===== src/rtl/serial_add_pkg.sv =====
// rtl/serial_add_pkg.sv - shared state encoding and limits for the bit-serial adder
package serial_add_pkg;

  typedef enum logic [1:0] {
    IDLE = 2'b00,
    RUN  = 2'b01,
    DONE = 2'b10
  } seradd_state_e;

  localparam int SERADD_MAX_WIDTH = 32;

endpackage


===== src/rtl/serial_add_seq_fulladd_slice.sv =====
// rtl/serial_add_seq_fulladd_slice.sv - one full-adder cell plus its carry register
module fulladd_slice (
  input  logic clk,
  input  logic resetl,
  input  logic a_i,
  input  logic b_i,
  input  logic ld_i,
  input  logic d_i,
  output logic q_o,
  output logic co_o,
  output logic cy_o
);

  logic cy_q;

  assign cy_o = cy_q;
  assign q_o  = a_i ^ b_i ^ cy_q;
  assign co_o = (a_i & b_i) | (cy_q & (a_i ^ b_i));

  always_ff @(posedge clk or negedge resetl) begin
    if (!resetl) begin
      cy_q <= 1'b0;
    end else if (ld_i) begin
      cy_q <= d_i;
    end
  end

endmodule


===== src/rtl/serial_add_seq.sv =====
// rtl/serial_add_seq.sv - bit-serial add/subtract sequencer; SERADD_ACCUM_EN adds an accumulator operand
module serial_add_seq
  import serial_add_pkg::*;
#(
  parameter int WIDTH = 16
) (
  input  logic             clk,
  input  logic             resetl,
`ifdef SERADD_ACCUM_EN
  input  logic             req_acc,
`endif
  input  logic             req_valid,
  output logic             req_ready,
  input  logic [WIDTH-1:0] req_a,
  input  logic [WIDTH-1:0] req_b,
  input  logic             req_sub,
  input  logic             req_ci,
  output logic             res_valid,
  input  logic             res_ready,
  output logic [WIDTH-1:0] res_sum,
  output logic             res_co,
  output logic             res_ovf
);

  localparam int CNT_W = (WIDTH > 1) ? $clog2(WIDTH) : 1;
  localparam logic [CNT_W-1:0] CNT_LAST = CNT_W'(WIDTH - 1);

  seradd_state_e    state_q, state_d;
  logic [WIDTH-1:0] sa_q, sa_d;
  logic [WIDTH-1:0] sb_q, sb_d;
  logic [WIDTH-1:0] sum_q, sum_d;
  logic [CNT_W-1:0] cnt_q, cnt_d;
  logic             co_q, co_d;
  logic             ovf_q, ovf_d;
  logic [WIDTH-1:0] op_a;
  logic             cy_ld, cy_val;
  logic             fa_q, fa_co, fa_cy;

`ifdef SERADD_ACCUM_EN
  logic [WIDTH-1:0] acc_q;

  assign op_a = req_acc ? acc_q : req_a;

  always_ff @(posedge clk or negedge resetl) begin
    if (!resetl) begin
      acc_q <= '0;
    end else if ((state_q == DONE) && res_ready) begin
      acc_q <= sum_q;
    end
  end
`else
  assign op_a = req_a;
`endif

  fulladd_slice u_fa (
    .clk    (clk),
    .resetl (resetl),
    .a_i    (sa_q[0]),
    .b_i    (sb_q[0]),
    .ld_i   (cy_ld),
    .d_i    (cy_val),
    .q_o    (fa_q),
    .co_o   (fa_co),
    .cy_o   (fa_cy)
  );

  always_comb begin
    state_d   = state_q;
    sa_d      = sa_q;
    sb_d      = sb_q;
    sum_d     = sum_q;
    cnt_d     = cnt_q;
    co_d      = co_q;
    ovf_d     = ovf_q;
    cy_ld     = 1'b0;
    cy_val    = fa_co;
    req_ready = 1'b0;
    res_valid = 1'b0;
    case (state_q)
      IDLE: begin
        req_ready = 1'b1;
        if (req_valid) begin
          // Subtract is A + ~B + 1, so the inverted B and forced carry do it.
          sa_d    = op_a;
          sb_d    = req_sub ? ~req_b : req_b;
          cy_ld   = 1'b1;
          cy_val  = req_sub | req_ci;
          cnt_d   = '0;
          state_d = RUN;
        end
      end
      RUN: begin
        sum_d = {fa_q, sum_q[WIDTH-1:1]};
        sa_d  = sa_q >> 1;
        sb_d  = sb_q >> 1;
        cy_ld = 1'b1;
        if (cnt_q == CNT_LAST) begin
          co_d    = fa_co;
          ovf_d   = fa_cy ^ fa_co;
          state_d = DONE;
        end else begin
          cnt_d = cnt_q + 1'b1;
        end
      end
      DONE: begin
        res_valid = 1'b1;
        if (res_ready) begin
          state_d = IDLE;
        end
      end
      default: state_d = IDLE;
    endcase
  end

  always_ff @(posedge clk or negedge resetl) begin
    if (!resetl) begin
      state_q <= IDLE;
      sa_q    <= '0;
      sb_q    <= '0;
      sum_q   <= '0;
      cnt_q   <= '0;
      co_q    <= 1'b0;
      ovf_q   <= 1'b0;
    end else begin
      state_q <= state_d;
      sa_q    <= sa_d;
      sb_q    <= sb_d;
      sum_q   <= sum_d;
      cnt_q   <= cnt_d;
      co_q    <= co_d;
      ovf_q   <= ovf_d;
    end
  end

  assign res_sum = sum_q;
  assign res_co  = co_q;
  assign res_ovf = ovf_q;

endmodule


===== config.mk =====
export PLATFORM = sky130hd
export DESIGN_NAME = serial_add_seq
export DESIGN_NICKNAME = d
export VERILOG_FILES = /design/src/rtl/serial_add_pkg.sv /design/src/rtl/serial_add_seq_fulladd_slice.sv /design/src/rtl/serial_add_seq.sv
export SDC_FILE = /design/constraint.sdc
export NUM_CORES = 1
export LEC_CHECK = 0
export CORE_UTILIZATION = 47
export CTS_BUF_LIST = sky130_fd_sc_hd__clkbuf_2
export DETAILED_ROUTE_END_ITERATION = 10
export PLACE_DENSITY = 0.82
export SLEW_MARGIN = 25
export SYNTH_ARGS = -nofsm -noshare
export SYNTH_HDL_FRONTEND = slang
export SYNTH_SLANG_ARGS = --single-unit

===== constraint.sdc =====
create_clock -name clk -period 1.5 [get_ports clk]
set_clock_uncertainty 0.2 [all_clocks]
set_input_delay 0.15 -clock clk [delete_from_list [all_inputs] [get_ports clk]]
set_output_delay 0.15 -clock clk [all_outputs]
set_load 0.01 [all_outputs]

==> run metrics <==
status=finished with violations; failing checks=setup timing; P&R area growth vs syn=45.5%; Post-Route WL=about 7 mm; CTS tree=yes; Final nets=between 400 and 500; Via-to-Cell Ratio=between 5 and 6; top cell type's share of synthesized area=0.528; CP startpoint kind=flop; Logic pwr share=0.526; Switch Pwr=roughly 2.8 mW; Final period util=1.12; total of max-cap violations=0; WL/cell=between 15 and 20 um; highest metal used=met4; asr flop ratio synth=1.00; grt ovf=0; syn avg cell area=just under 10 sq um; Unique masters post-synth=33; EDFF count, synth=0; post-synthesis sequential area ratio=0.528; DPL Wire Length=between 3 and 4 mm; global-route wire length before repair=11.0 mm; Setup violations, final=45; TNS Setup=-3.23 ns; Synth Warn #=0; CP Cell Sequence=buf_6 -> nor2_4 -> buf_6; first-pass detailed-route iteration total=5; I/O pins=58; PortBufs=57; VDD IR max=between 0.8 and 0.9 mV; CTS HTree Levels=3; wl on met1=around 2.9 mm; row cnt=27; Die Wd=between 70 and 80 um; RSZ-0062 raised after global routing=yes; diodes inserted=0; routed vias=between 2k and 2.5k; post-route ant nets=0; max incr delay on CP=0.45 ns; WL met2=roughly 3.6 mm; most frequent cells in the layout=59 x nand2_1, 55 x dfrtp_1, 39 x buf_4, 36 x clkdlybuf4s50_1, 20 x clkbuf_2; synth top area cells=dfrtp_1 53%, nand2_1 9.4%, xnor2_1 5.8%; clock latency on the worst-skew pair=around 0.5 ns; CTS buffer count=9; dpl cell area=3460 sq um; largest net degree at the start of global routing=58; Final Slew Violations=0; post-layout min period=~1.7 ns; Core Region=5540 sq um; die area=a little over 6000 sq um; Primary FF master, synth=dfrtp_1; initial antenna violation count=0; Reg power frac=0.366; Worst Path Buf+Inv=2; Clk pwr share=0.108; vias in the first global route=2318; commonest non-fill, non-tap cell in the layout=nand2_1; CP arrival=roughly 1.3 ns; crit-path max FO=7; #FFs+latches synth=between 50 and 60; hold_ws=between 0.05 and 0.06 ns; drt first-iter violations=178; Critical Path Most Common Cell=buf_6; slew margin rel.=0.558; Max Clock Freq=between 500 and 600 MHz; worst setup slack after layout=-0.176 ns; CP max-delay cell=dfrtp_2; Post-Synthesis Cells=approximately 270; Net Sw Frac=0.385; GPL Wtd Cong=~0.77; slew of the pin with the lowest slew margin=0.663 ns; clock slew at reported path FFs=about 0.16 ns; Final Hold Fails=0; CTS Root Cell=clkbuf_2; die height=77.8 um; Hold Crit Class=input port to flop; critical path class=flop to primary output; PD cells=between 1500 and 2000 nW/um^2; # clock sinks=57; All-Layer GR Usage=0.239; Pint=4.50 mW; CP delay by family, top=flip-flops; Critical Path RT=between 1 and 1.5 ns; Initial Util=0.488; static leakage=1.80 nW; clock buffer depth=2; syn nets=between 300 and 400; proportion of layout cells with a drive suffix above 1=0.336; CP Capture Type=primary output; met3 WL post-DR=approximately 380 um; Residual DRC=0; Cell Area, Synth=~2700 sq um; design area=~3900 sq um; area leader, netlist=dfrtp_1
[metrics by stage]
step / utilization / setup WS (ns) / std cells / total power, mW
finish: 0.710 / -0.176 / 456 / 7.31
global route: 0.710 / -0.241 / 456 / 7.81
CTS: 0.689 / -0.143 / 448 / 6.86
detailed placement: 0.624 / -0.450 / 407 / 5.67
global placement: 0.624 / -0.419 / 407 / 5.52
floorplan: - / 0.00193 / 273 / 4.45
[final cells by class]
| cell class | count | area [sq um] |
|---|---|---|
| clock buffer | 12 | 60.1 |
| tap | 72 | 90.1 |
| clock inverter | 4 | 20.0 |
| multi-input combinational | 194 | 1290 |
| sequential | 57 | 1430 |
| fill | 401 | 1610 |
| inverter | 2 | 7.51 |
| timing repair buffer | 115 | 1030 |
[cell usage after synthesis (2+ instances only)]
library cell,n
a21oi_1,17
buf_6,3
buf_4,5
o21ai_0,15
nor2_1,4
a22oi_1,15
inv_1,2
and3_1,2
o21ai_1,2
clkbuf_1,5
xnor2_1,18
dfrtp_1,57
nand2_1,68
o22a_1,15
nand3_1,5
buf_2,6
nor2b_1,18
[worst reg2reg max path: stages, from the launching register on]
cell and delay (ns):
dfrtp_2 0.45, buf_6 0.14, buf_6 0.12, nand2b_4 0.18
or3_4 0.41, o221ai_2 0.06
[state kept, by name, summed over array words and instances (netlist names)]
register / flops
u_fa.cy_o: 1
sa_q: 16
state_q: 2
res_ovf: 1
cnt_q: 4
sb_q: 16
res_co: 1
res_sum: 16
[logic make-up after synthesis]
| kind of cell | count (synthesis) | synth area share |
|---|---|---|
| AND/OR/NAND/NOR | 101 | 0.168 |
| AO/OA/AOI/OAI | 71 | 0.176 |
| flip-flops | 57 | 0.528 |
| buffers and inverters | 22 | 0.0500 |
| XOR/XNOR | 18 | 0.0583 |
| multiplexers | 2 | 0.00787 |
| adder cells (fa/ha/maj) | 2 | 0.0120 |
[repair_timing]
item | 4_1_cts | 5_1_grt
gates cloned | 2 | 0
setup buffers | 21 | 10
endpoints found under the hold margin | 57 | 0
pin swaps | 9 | 9
endpoints found under the setup margin | 75 | 72
hold buffers | 2 | 0
resized for setup | 104 | 46
[layer usage]
layer  global-route usage  vias up
li1                     -     1145
met1                0.293     1145
met2                0.398       83
met3               0.0612       23
met4                0.100        0
met5                    0        -
[path summary, 6_finish.rpt]
kind	endpoint	depth (start not counted)	slack (ns)	startpoint
min in group asynchronous	sa_q[0]$_DFFE_PN0P_	4	0.54	resetl
min	state_q[1]$_DFFE_PN0P_	3	0.06	res_ready
max	req_ready	3	-0.18	state_q[1]$_DFFE_PN0P_
max reg2reg	cnt_q[3]$_DFFE_PN0P_	5	-0.15	state_q[1]$_DFFE_PN0P_
max in group asynchronous	state_q[0]$_DFFE_PN0P_	4	0.29	resetl
min reg2reg	sa_q[2]$_DFFE_PN0P_	2	0.31	sa_q[2]$_DFFE_PN0P_
[power by group through the flow]
stage | Sequential (mW) | Clock (mW) | Combinational [mW]
3_3_place_gp | 2.67 | 0 | 2.85
3_5_place_dp | 2.70 | 0 | 2.96
2_1_floorplan | 2.71 | 0 | 1.73
6_report | 2.67 | 0.793 | 3.84
5_1_grt | 2.74 | 0.884 | 4.19
4_1_cts | 2.62 | 0.799 | 3.44
No activity file was read; power rests on OpenSTA's default activity.
